## config.mk

```make
export PLATFORM = sky130hd
export DESIGN_NAME = ex_operand_stage
export DESIGN_NICKNAME = d
export VERILOG_FILES = /design/src/rtl/ex_operand_stage.sv
export SDC_FILE = /design/constraint.sdc
export NUM_CORES = 1
export LEC_CHECK = 0
export CAP_MARGIN = 20
export CORE_MARGIN = 8
export CORE_UTILIZATION = 45
export DETAILED_ROUTE_END_ITERATION = 10
export PLACE_DENSITY = 0.91
export SYNTH_ARGS = -nofsm -noshare
export SYNTH_HDL_FRONTEND = slang
export SYNTH_SLANG_ARGS = --single-unit
```

## constraint.sdc

```tcl
create_clock -name clk -period 3.1 [get_ports clk]
set_clock_uncertainty 0.1 [all_clocks]
set_input_delay 0.62 -clock clk [delete_from_list [all_inputs] [get_ports clk]]
set_output_delay 0.62 -clock clk [all_outputs]
set_load 0.02 [all_outputs]
```

## src/rtl/ex_operand_stage.sv

```systemverilog
// ID/EX pipeline register with RAW-hazard resolution for the RV32I execute stage.
// Define EX_FORWARD_EN for MEM/WB operand forwarding; otherwise dependent instructions stall.
module ex_operand_stage (
    input  logic        clk,
    input  logic        rst,
    input  logic        id_valid,
    input  logic [31:0] id_pc,
    input  logic [4:0]  id_rs1_addr,
    input  logic [4:0]  id_rs2_addr,
    input  logic [31:0] id_rs1_data,
    input  logic [31:0] id_rs2_data,
    input  logic        id_uses_rs1,
    input  logic        id_uses_rs2,
    input  logic [31:0] id_imm,
    input  logic [3:0]  id_alu_op,
    input  logic [1:0]  id_src_a_sel,
    input  logic        id_src_b_imm,
    input  logic [4:0]  id_rd_addr,
    input  logic        id_reg_write,
    input  logic        id_is_load,
    input  logic        flush,
    input  logic        ex_hold,
    input  logic [4:0]  mem_rd_addr,
    input  logic        mem_reg_write,
    input  logic [31:0] mem_result,
    input  logic [4:0]  wb_rd_addr,
    input  logic        wb_reg_write,
    input  logic [31:0] wb_result,
    output logic        ex_valid,
    output logic [31:0] ex_operand_a,
    output logic [31:0] ex_operand_b,
    output logic [3:0]  ex_alu_op,
    output logic [31:0] ex_store_data,
    output logic [4:0]  ex_rd_addr,
    output logic        ex_reg_write,
    output logic        ex_is_load,
    output logic        stall_id
);

    logic [31:0] pc_q;
    logic [4:0]  rs1_addr_q, rs2_addr_q;
    logic [31:0] rs1_data_q, rs2_data_q;
    logic [31:0] imm_q;
    logic [1:0]  src_a_sel_q;
    logic        src_b_imm_q;

    logic [31:0] cap_rs1, cap_rs2;
    logic [31:0] fwd_rs1, fwd_rs2;
    logic        rs1_hits_ex, rs2_hits_ex;
    logic        load_use, data_hazard;

    // x0 reads as zero; a same-cycle WB write beats the stale regfile read.
    always_comb begin
        cap_rs1 = id_rs1_data;
        cap_rs2 = id_rs2_data;
        if (wb_reg_write && (wb_rd_addr == id_rs1_addr)) cap_rs1 = wb_result;
        if (wb_reg_write && (wb_rd_addr == id_rs2_addr)) cap_rs2 = wb_result;
        if (id_rs1_addr == 5'd0) cap_rs1 = '0;
        if (id_rs2_addr == 5'd0) cap_rs2 = '0;
    end

    assign rs1_hits_ex = id_uses_rs1 && (id_rs1_addr == ex_rd_addr);
    assign rs2_hits_ex = id_uses_rs2 && (id_rs2_addr == ex_rd_addr);
    assign load_use    = ex_valid && ex_is_load && (ex_rd_addr != 5'd0) && id_valid &&
                         (rs1_hits_ex || rs2_hits_ex);

`ifdef EX_FORWARD_EN
    assign data_hazard = load_use;

    always_comb begin
        fwd_rs1 = rs1_data_q;
        fwd_rs2 = rs2_data_q;
        if (rs1_addr_q != 5'd0) begin
            if (mem_reg_write && (mem_rd_addr == rs1_addr_q))     fwd_rs1 = mem_result;
            else if (wb_reg_write && (wb_rd_addr == rs1_addr_q))  fwd_rs1 = wb_result;
        end
        if (rs2_addr_q != 5'd0) begin
            if (mem_reg_write && (mem_rd_addr == rs2_addr_q))     fwd_rs2 = mem_result;
            else if (wb_reg_write && (wb_rd_addr == rs2_addr_q))  fwd_rs2 = wb_result;
        end
    end
`else
    logic ex_dep, mem_dep;
    logic unused_fwd;

    // Without forwarding, wait until the producer has reached WB (capture bypass covers it).
    assign ex_dep  = ex_valid && ex_reg_write && (ex_rd_addr != 5'd0) && (rs1_hits_ex || rs2_hits_ex);
    assign mem_dep = mem_reg_write && (mem_rd_addr != 5'd0) &&
                     ((id_uses_rs1 && (id_rs1_addr == mem_rd_addr)) ||
                      (id_uses_rs2 && (id_rs2_addr == mem_rd_addr)));
    assign data_hazard = load_use || (id_valid && (ex_dep || mem_dep));

    assign fwd_rs1    = rs1_data_q;
    assign fwd_rs2    = rs2_data_q;
    assign unused_fwd = ^{mem_result, rs1_addr_q, rs2_addr_q};
`endif

    assign stall_id = !rst && (ex_hold || data_hazard);

    always_comb begin
        case (src_a_sel_q)
            2'b00:   ex_operand_a = fwd_rs1;
            2'b01:   ex_operand_a = pc_q;
            default: ex_operand_a = '0;
        endcase
    end

    assign ex_operand_b  = src_b_imm_q ? imm_q : fwd_rs2;
    assign ex_store_data = fwd_rs2;

    always_ff @(posedge clk) begin
        if (rst || flush) begin
            ex_valid     <= 1'b0;
            pc_q         <= '0;
            rs1_addr_q   <= '0;
            rs2_addr_q   <= '0;
            rs1_data_q   <= '0;
            rs2_data_q   <= '0;
            imm_q        <= '0;
            ex_alu_op    <= '0;
            src_a_sel_q  <= '0;
            src_b_imm_q  <= 1'b0;
            ex_rd_addr   <= '0;
            ex_reg_write <= 1'b0;
            ex_is_load   <= 1'b0;
        end else if (!ex_hold) begin
            // A bubble still latches the ID fields; only its control bits are killed.
            pc_q         <= id_pc;
            rs1_addr_q   <= id_rs1_addr;
            rs2_addr_q   <= id_rs2_addr;
            rs1_data_q   <= cap_rs1;
            rs2_data_q   <= cap_rs2;
            imm_q        <= id_imm;
            ex_alu_op    <= id_alu_op;
            src_a_sel_q  <= id_src_a_sel;
            src_b_imm_q  <= id_src_b_imm;
            ex_rd_addr   <= id_rd_addr;
            ex_valid     <= id_valid && !data_hazard;
            ex_reg_write <= id_valid && id_reg_write && !data_hazard;
            ex_is_load   <= id_valid && id_is_load && !data_hazard;
        end
    end

endmodule

```

==> impl_results.md, run 1 <==
- Area contributors post-synth: dfxtp_1 39%, mux2i_1 15%, a21boi_0 6.6%, nor2_1 5.8%, and3_1 5.5%
- Clk pwr share: 0.450
- GRT met3 Usage: 0.0865
- Average routed wire per standard cell: approximately 21 µm
- GRT met2 Usage: 0.462
- Number of global-route vias before repair: 7622
- R2R Path Start: ex_rd_addr[4]$_SDFFE_PP0N_
- Most crowded layer after global routing: met2
- Post-DP HPWL: 20400 µm
- GRT Total Usage: 0.267
- DRC viols: 0
- Total Nets Final: 1367
- Port Buffers: 311
- Initial antenna violation count: 1
- Total length of routed wires: ~28000 µm
- Post-place setup slack: -204 ps
- Core outline area: about 0.016 mm²
- Placed Area: roughly 0.011 mm²
- Cell Rows: 46
- Worst Hold Launch: fwd_rs1[3]$_SDFFE_PP0N_
- Cell variety after synth: 28
- Synthesized cell area: 0.00727 mm²
- Final setup viols: 0
- Yosys warning count: 0
- Yosys top cell area share: 0.394
- Psw: around 1300 µW
- LEAKAGE: around 0.0045 µW
- Routed Antenna Nets: 0
- Peak fanout along the critical path: 3
- Largest area contributor in the netlist: dfxtp_1
- Critical Path Slowest Stage Cell: clkdlybuf4s50_1
- Internal: just under 4000 µW
- CP top delay family: buffers and inverters
- Crit path buf inv count: 2
- Mean number of vias per cell: 5.38
- Final GP Congestion: about 0.88
- Pwr Total: roughly 5200 µW
- Most frequent cells in the layout: 309 x clkdlybuf4s50_1, 142 x dfxtp_1, 113 x nor2_1, 108 x mux2i_1, 69 x nand2_1
- Arrival @ worst endpoint: around 2200 ps
- Setup crit end: stall_id
- Pwr dens: 457 mW/mm²
- Flop-to-flop setup slack: 1460 ps
- CP max stage delay: 580 ps
- Fillers: ~1200
- Layout Cells excl Fill: between 1000 and 1500
- Fin crit share: 0.933
- Mapped Nets: roughly 1100
- First-pass GRT wire length: approximately 42000 µm
- DIE WIDTH: approximately 140 µm
- Fin util: 0.715
- CTS buffer count: 17
- Vias: 7327
- Crit path top cell by count: o22ai_1
- Synth Register Bits: 143
- CTS H-tree lvls: 4
- Max-slew headroom at the worst pin: 0.302
- Pin count of the biggest net entering global routing: 144
- DRT iter0 DRCs: ~530
- Clock Sinks: 143
- R2r endpoint: ex_reg_write$_SDFFE_PP0N_
- Max Cap Violations: 0
- Setup CP Type: input port to output port
- Diode count: 0
- Sequential Power Share: 0.376
- Sequential share of the synthesized area: 0.394
- Peak VDD IR: 0.000362 V
- RSZ-0062 raised after global routing: false
- Hold buffers post-CTS: 0
- Commonest non-fill, non-tap cell in the layout: clkdlybuf4s50_1
- Pre-antenna DRT Iters: 4
- Area grow syn2layout: 55.7%
- Mapped Cells: approximately 850
- Fin worst setup slack: roughly 210 ps
- Die Span Y: roughly 140 µm
- Slew Viols, Final: 0
- Avg Inst Size Synth: around 8.5 µm²
- Logic pwr share: 0.174
- Class of the worst hold path: flop to flop
- Crit path depth: 7
- Fmax: 346 MHz
- Clock transition at the registers of the reported paths: 60 ps
- Slew @ Worst Pin: 1050 ps
- Critical Path Start Type: input port
- Worst Path Required: 2380 ps
- CP endpoint kind: output port
- Skew-Pair Late Insertion Delay: between 400 and 500 ps
- CTS max path bufs: 2
- Layout cell share with drive strength beyond 1: 0.0865
- Global route overflow: 0
- CTS tree: yes
- Crit-path cells: clkdlybuf4s50_1 > xnor2_1 > nand4_1 > o22ai_1 > a32oi_2 > o22ai_1 > clkbuf_2
- Status: finished, final reports clean
- Sw Ratio: 0.254
- CP startpoint: mem_rd_addr[3]
- Fin. Hold Viols: 0
- Global Route met1 Usage: 0.290
- Root Driver: clkbuf_16
- Final min period: 2890 ps
- Die area: 0.0205 mm²
- R2R depth: 6
- Post-Layout Inst Area: approximately 0.011 mm²
- # IOs: approximately 340
- Initial Util: 0.460
- Placed insts: 1329
## power by group through the flow
stage,combinational [µW],clock (µW),sequential (µW)
floorplan,393,0,1990
global placement,881,0,1980
detailed placement,891,0,1980
CTS,899,2360,1940
global route,959,2440,1950
finish,897,2330,1940
## cell families (layout without fill, tap and decap cells)
| family | after synthesis | in the layout | share of synthesized area |
|---|---|---|---|
| AND/OR/NAND/NOR | 261 | 261 | 0.165 |
| AO/OA/AOI/OAI | 203 | 203 | 0.165 |
| flip-flops | 143 | 143 | 0.394 |
| multiplexers | 140 | 140 | 0.198 |
| buffers and inverters | 77 | 368 | 0.0420 |
| XOR/XNOR | 30 | 30 | 0.0361 |
## cells in the mapped netlist, drive strengths merged
master,n
dfxtp,143
nor2,113
mux2i,108
nand2,69
a21oi,67
o21ai,65
a21boi,64
and3,64
clkbuf,64
mux2,32
xnor2,22
buf,12
xor2,8
nand4,4
nor3,4
o22ai,3
a32o,2
and2,2
nor4,2
a22o,1
a32oi,1
inv,1
nand2b,1
nor3b,1
or2,1
## final cells by class
cell class / instances / area, µm² / area share
clock inverters: 14 / 229 / 0.0202
inverters: 1 / 3.75 / 0.000332
clock buffers: 18 / 439 / 0.0388
flip-flops and latches: 143 / 2860 / 0.253
well taps: 216 / 270 / 0.0239
multi-input cells: 634 / 4130 / 0.364
repair buffers: 335 / 3390 / 0.299
## worst reg2reg max path: stages, from the launching register on
cell and delay, ps:
dfxtp_1 460, xnor2_1 160, nand4_1 100, o22ai_1 220
a32oi_2 100, buf_4 160, a32o_1 230
## metrics by stage
stage	TNS (ps)	hold WS [ps]
2_1_floorplan	0	331
5_1_grt	0	382
3_5_place_dp	-204	355
3_3_place_gp	-199	351
4_1_cts	0	364
6_report	0	363
## sequential cells by signal, indices dropped and copies added, names as in the netlist
name / flops
src_a_sel_q: 2
imm_q: 32
pc_q: 32
ex_is_load: 1
ex_reg_write: 1
ex_alu_op: 4
ex_store_data: 32
ex_rd_addr: 5
src_b_imm_q: 1
fwd_rs1: 32
ex_valid: 1
## how the worst min path moves through the flow
stage	to	slack, ps	cells after the start
2_1_floorplan	fwd_rs1[21]$_SDFFE_PP0N_	330	2
3_3_place_gp	fwd_rs1[31]$_SDFFE_PP0N_	350	2
3_5_place_dp	fwd_rs1[3]$_SDFFE_PP0N_	360	2
4_1_cts	fwd_rs1[3]$_SDFFE_PP0N_	360	2
5_1_grt	fwd_rs1[3]$_SDFFE_PP0N_	380	2
6_report	fwd_rs1[3]$_SDFFE_PP0N_	360	2
## routing by layer
metal / up-vias / share of wire
met4: 2 / 0.035
met3: 58 / 0.092
li1: 3523 / -
met1: 3433 / 0.39
met5: - / 0.00046
met2: 311 / 0.48
## repair_timing
item | 4_1_cts | 5_1_grt
endpoints found under the setup margin | 1 | 1
gates resized for setup | 1 | 3
cloned | 0 | 0
pin swaps | 0 | 0
buffers inserted | 0 | 0
(Power assumes the default switching activity.)
==> run 2: changes to the inputs <==
--- a/config.mk
+++ b/config.mk
@@ -5,7 +5,7 @@
 export SDC_FILE = /design/constraint.sdc
 export NUM_CORES = 1
 export LEC_CHECK = 0
-export CAP_MARGIN = 20
+export CAP_MARGIN = 15
 export CORE_MARGIN = 8
 export CORE_UTILIZATION = 45
 export DETAILED_ROUTE_END_ITERATION = 10
==> results of run 2 <==
No change in the layout: final DEF, timing and power equal those of run 1.
==> run 3: changes to the inputs <==
--- a/config.mk
+++ b/config.mk
@@ -8,6 +8,7 @@
 export CAP_MARGIN = 15
 export CORE_MARGIN = 8
 export CORE_UTILIZATION = 45
+export CTS_CLUSTER_DIAMETER = 200
 export DETAILED_ROUTE_END_ITERATION = 10
 export PLACE_DENSITY = 0.91
 export SYNTH_ARGS = -nofsm -noshare
==> constraint.sdc (replaced) <==
create_clock -name clk -period 3.5 [get_ports clk]
set_clock_uncertainty 0.1 [all_clocks]
set_input_delay 0.7 -clock clk [delete_from_list [all_inputs] [get_ports clk]]
set_output_delay 0.7 -clock clk [all_outputs]
set_load 0.02 [all_outputs]
==> run 3 against run 2 <==
Compared with the run above:
- die area did not move
- first-iteration DRC count decreased by 9.3%
- core utilization down 0.81 points
- critical path depth unchanged
- sequential share of layout area is 0.29 points higher
- largest power group unchanged
- final cell count is essentially flat
- non-clock buffer count is 1 lower
- clock power decreased by 24%
==> impl_results.md, run 3 (synthesis results as in run 1) <==
- Class of the worst hold path: flop to flop
- Flop-to-flop setup slack: 1870 ps (+410 ps)
- CTS buffer count: 17 (unchanged)
- Slew @ Worst Pin: 1080 ps (+35.0 ps)
- Total length of routed wires: 28000 µm (+0.16%)
- Status: finished, final reports clean
- Critical Path Start Type: input port
- Max layer used: met5
- Max-slew headroom at the worst pin: 0.278 (-0.0234)
- Setup TNS: 0 ps (unchanged)
- Global route overflow: 0 (unchanged)
- Pin count of the biggest net entering global routing: 141 (-2.1%)
- Pwr Total: 4290 µW (-17%)
- R2R depth: 6 (unchanged)
- Most frequent cells in the layout: 309 x clkdlybuf4s50_1, 142 x dfxtp_1, 113 x nor2_1, 108 x mux2i_1, 69 x nand2_1
- Setup CP Type: input port to output port
- Max Cap Violations: 0 (unchanged)
- Average routed wire per standard cell: 20.6 µm (+0.23%)
- Skew-Pair Late Insertion Delay: 420 ps (about the same)
- GRT Total Usage: 0.268 (+0.00133)
- R2R Path Start: ex_rd_addr[4]$_SDFFE_PP0N_
- CP endpoint kind: output port
- Placed insts: 1328 (-0.075%)
- Core outline area: 0.0158 mm² (unchanged)
- Final GP Congestion: 0.891 (+0.69%)
- Arrival @ worst endpoint: 2260 ps (+90 ps)
- Total Nets Final: 1366 (-0.073%)
- Worst Hold Launch: fwd_rs1[17]$_SDFFE_PP0N_
- WHS Endpoint: fwd_rs1[17]$_SDFFE_PP0N_
- Fin. Hold Viols: 0 (unchanged)
- DRT iter0 DRCs: 479 (-9.3%)
- Layout Cells excl Fill: 1360 (-0.073%)
- # IOs: 344 (unchanged)
- Met3 WL post-DR: 2580 µm (+0.47%)
- Peak fanout along the critical path: 3 (unchanged)
- Fmax: between 300 and 400 MHz
- CTS max path bufs: 2 (unchanged)
- Initial antenna violation count: 2 (+1)
- Die area: 0.0205 mm² (unchanged)
- Port Buffers: 311 (unchanged)
- Die Span Y: 143 µm (unchanged)
- Slew Viols, Final: 0 (unchanged)
- Clock Sinks: 143 (unchanged)
- CTS tree: yes
- Peak VDD IR: 0.000309 V (-15%)
- Layout cell share with drive strength beyond 1: 0.0814 (-0.00510)
- Cell Rows: 46 (unchanged)
- Post-CTS setup buffer count: 0 (unchanged)
- Placed Area: 0.0106 mm² (-0.31%)
- Area grow syn2layout: 53.9%
- LEAKAGE: 0.00446 µW (-1.3%)
- CTS H-tree lvls: 4 (unchanged)
- Initial Util: 0.460 (unchanged)
- Mean number of vias per cell: 5.42 (+0.70%)
- Routed metal-1 wirelength: 10700 µm (-1.3%)
- Post-DP HPWL: 20700 µm (+1.1%)
- Commonest non-fill, non-tap cell in the layout: clkdlybuf4s50_1
- Post-Layout Inst Area: 0.0112 mm² (-1.1%)
- First-pass GRT wire length: 41800 µm (-0.95%)
- Hold Crit Depth: 2 (unchanged)
- Pre-antenna DRT Iters: 5 (+1)
- DR WL met2: 13700 µm (+1.2%)
- Clock transition at the registers of the reported paths: 60 ps (about the same)
- Worst Path Required: 2700 ps (+320 ps)
- R2r endpoint: ex_reg_write$_SDFFE_PP0N_
- Root Driver: clkbuf_16
- Routed Antenna Nets: 0 (unchanged)
- DIE WIDTH: 143 µm (unchanged)
- Fin crit share: 0.874
- Pwr dens: 383 mW/mm² (-16%)
- Final setup viols: 0 (unchanged)
- Final min period: slightly above 3000 ps
- Number of global-route vias before repair: 7477 (-1.9%)
- DRC viols: 0 (unchanged)
- Vias: 7373 (+0.63%)
- RSZ-0062 raised after global routing: false
-- run 3: cell types whose count changed in the layout (fill, tap and decap cells not counted), sizes merged --
cell and change:
buf -1, bufinv -3, clkinvlp +3, diode +1, dlymetal6s2s +1, inv -2
-- run 3: area by class of cell --
class | count | area (µm²)
antenna | 1 | 2.50
clock buffer | 19 | 433
clock inverter | 12 | 138
fill | 1199 | 4630
inverter | 1 | 3.75
multi-input combinational | 634 | 4120
sequential | 143 | 2860
tap | 216 | 270
timing repair buffer | 334 | 3360
-- run 3: how the worst max path moves through the flow --
stage                               from  endpoint  slack [ps]
after global routing      id_rs2_addr[4]  stall_id         360
after global placement    mem_rd_addr[3]  stall_id          20
final                     mem_rd_addr[3]  stall_id         440
after floorplan           id_rs2_addr[0]  stall_id        1080
after detailed placement  mem_rd_addr[3]  stall_id          30
after CTS                 mem_rd_addr[3]  stall_id          30
-- run 3: routing by layer --
metal,GRT usage,up-vias
met5,0,-
met4,0.124,2
met3,0.0898,57
met2,0.460,326
met1,0.292,3468
li1,-,3520
-- run 3: repair_timing --
| item | in CTS | in global routing |
|---|---|---|
| endpoints found under the setup margin | 0 | 1 |
| hold buffers | 0 | 0 |
| resized for setup | 0 | 1 |
-- run 3: report_power, final --
| group | total (µW) | internal, µW | switching [µW] |
|---|---|---|---|
| Combinational | 794 | 433 | 360 |
| Sequential | 1720 | 1680 | 39.0 |
| Clock | 1770 | 1050 | 723 |
| Total | 4290 | 3170 | 1120 |
-- run 3: worst max-delay path, cell delays in order --
cell and delay (ps):
clkdlybuf4s50_1 580, xnor2_1 140, nand4_1 110, o22ai_1 170, a32oi_1 160, o22ai_1 150
dlymetal6s2s_1 250
-- run 3: through the flow --
step,setup slack (ps),hold slack [ps],utilization
6_report,440,361,0.707
5_1_grt,355,378,0.707
4_1_cts,30.7,362,0.707
3_5_place_dp,32.3,352,0.671
3_3_place_gp,24.9,351,0.671
2_1_floorplan,1080,331,-
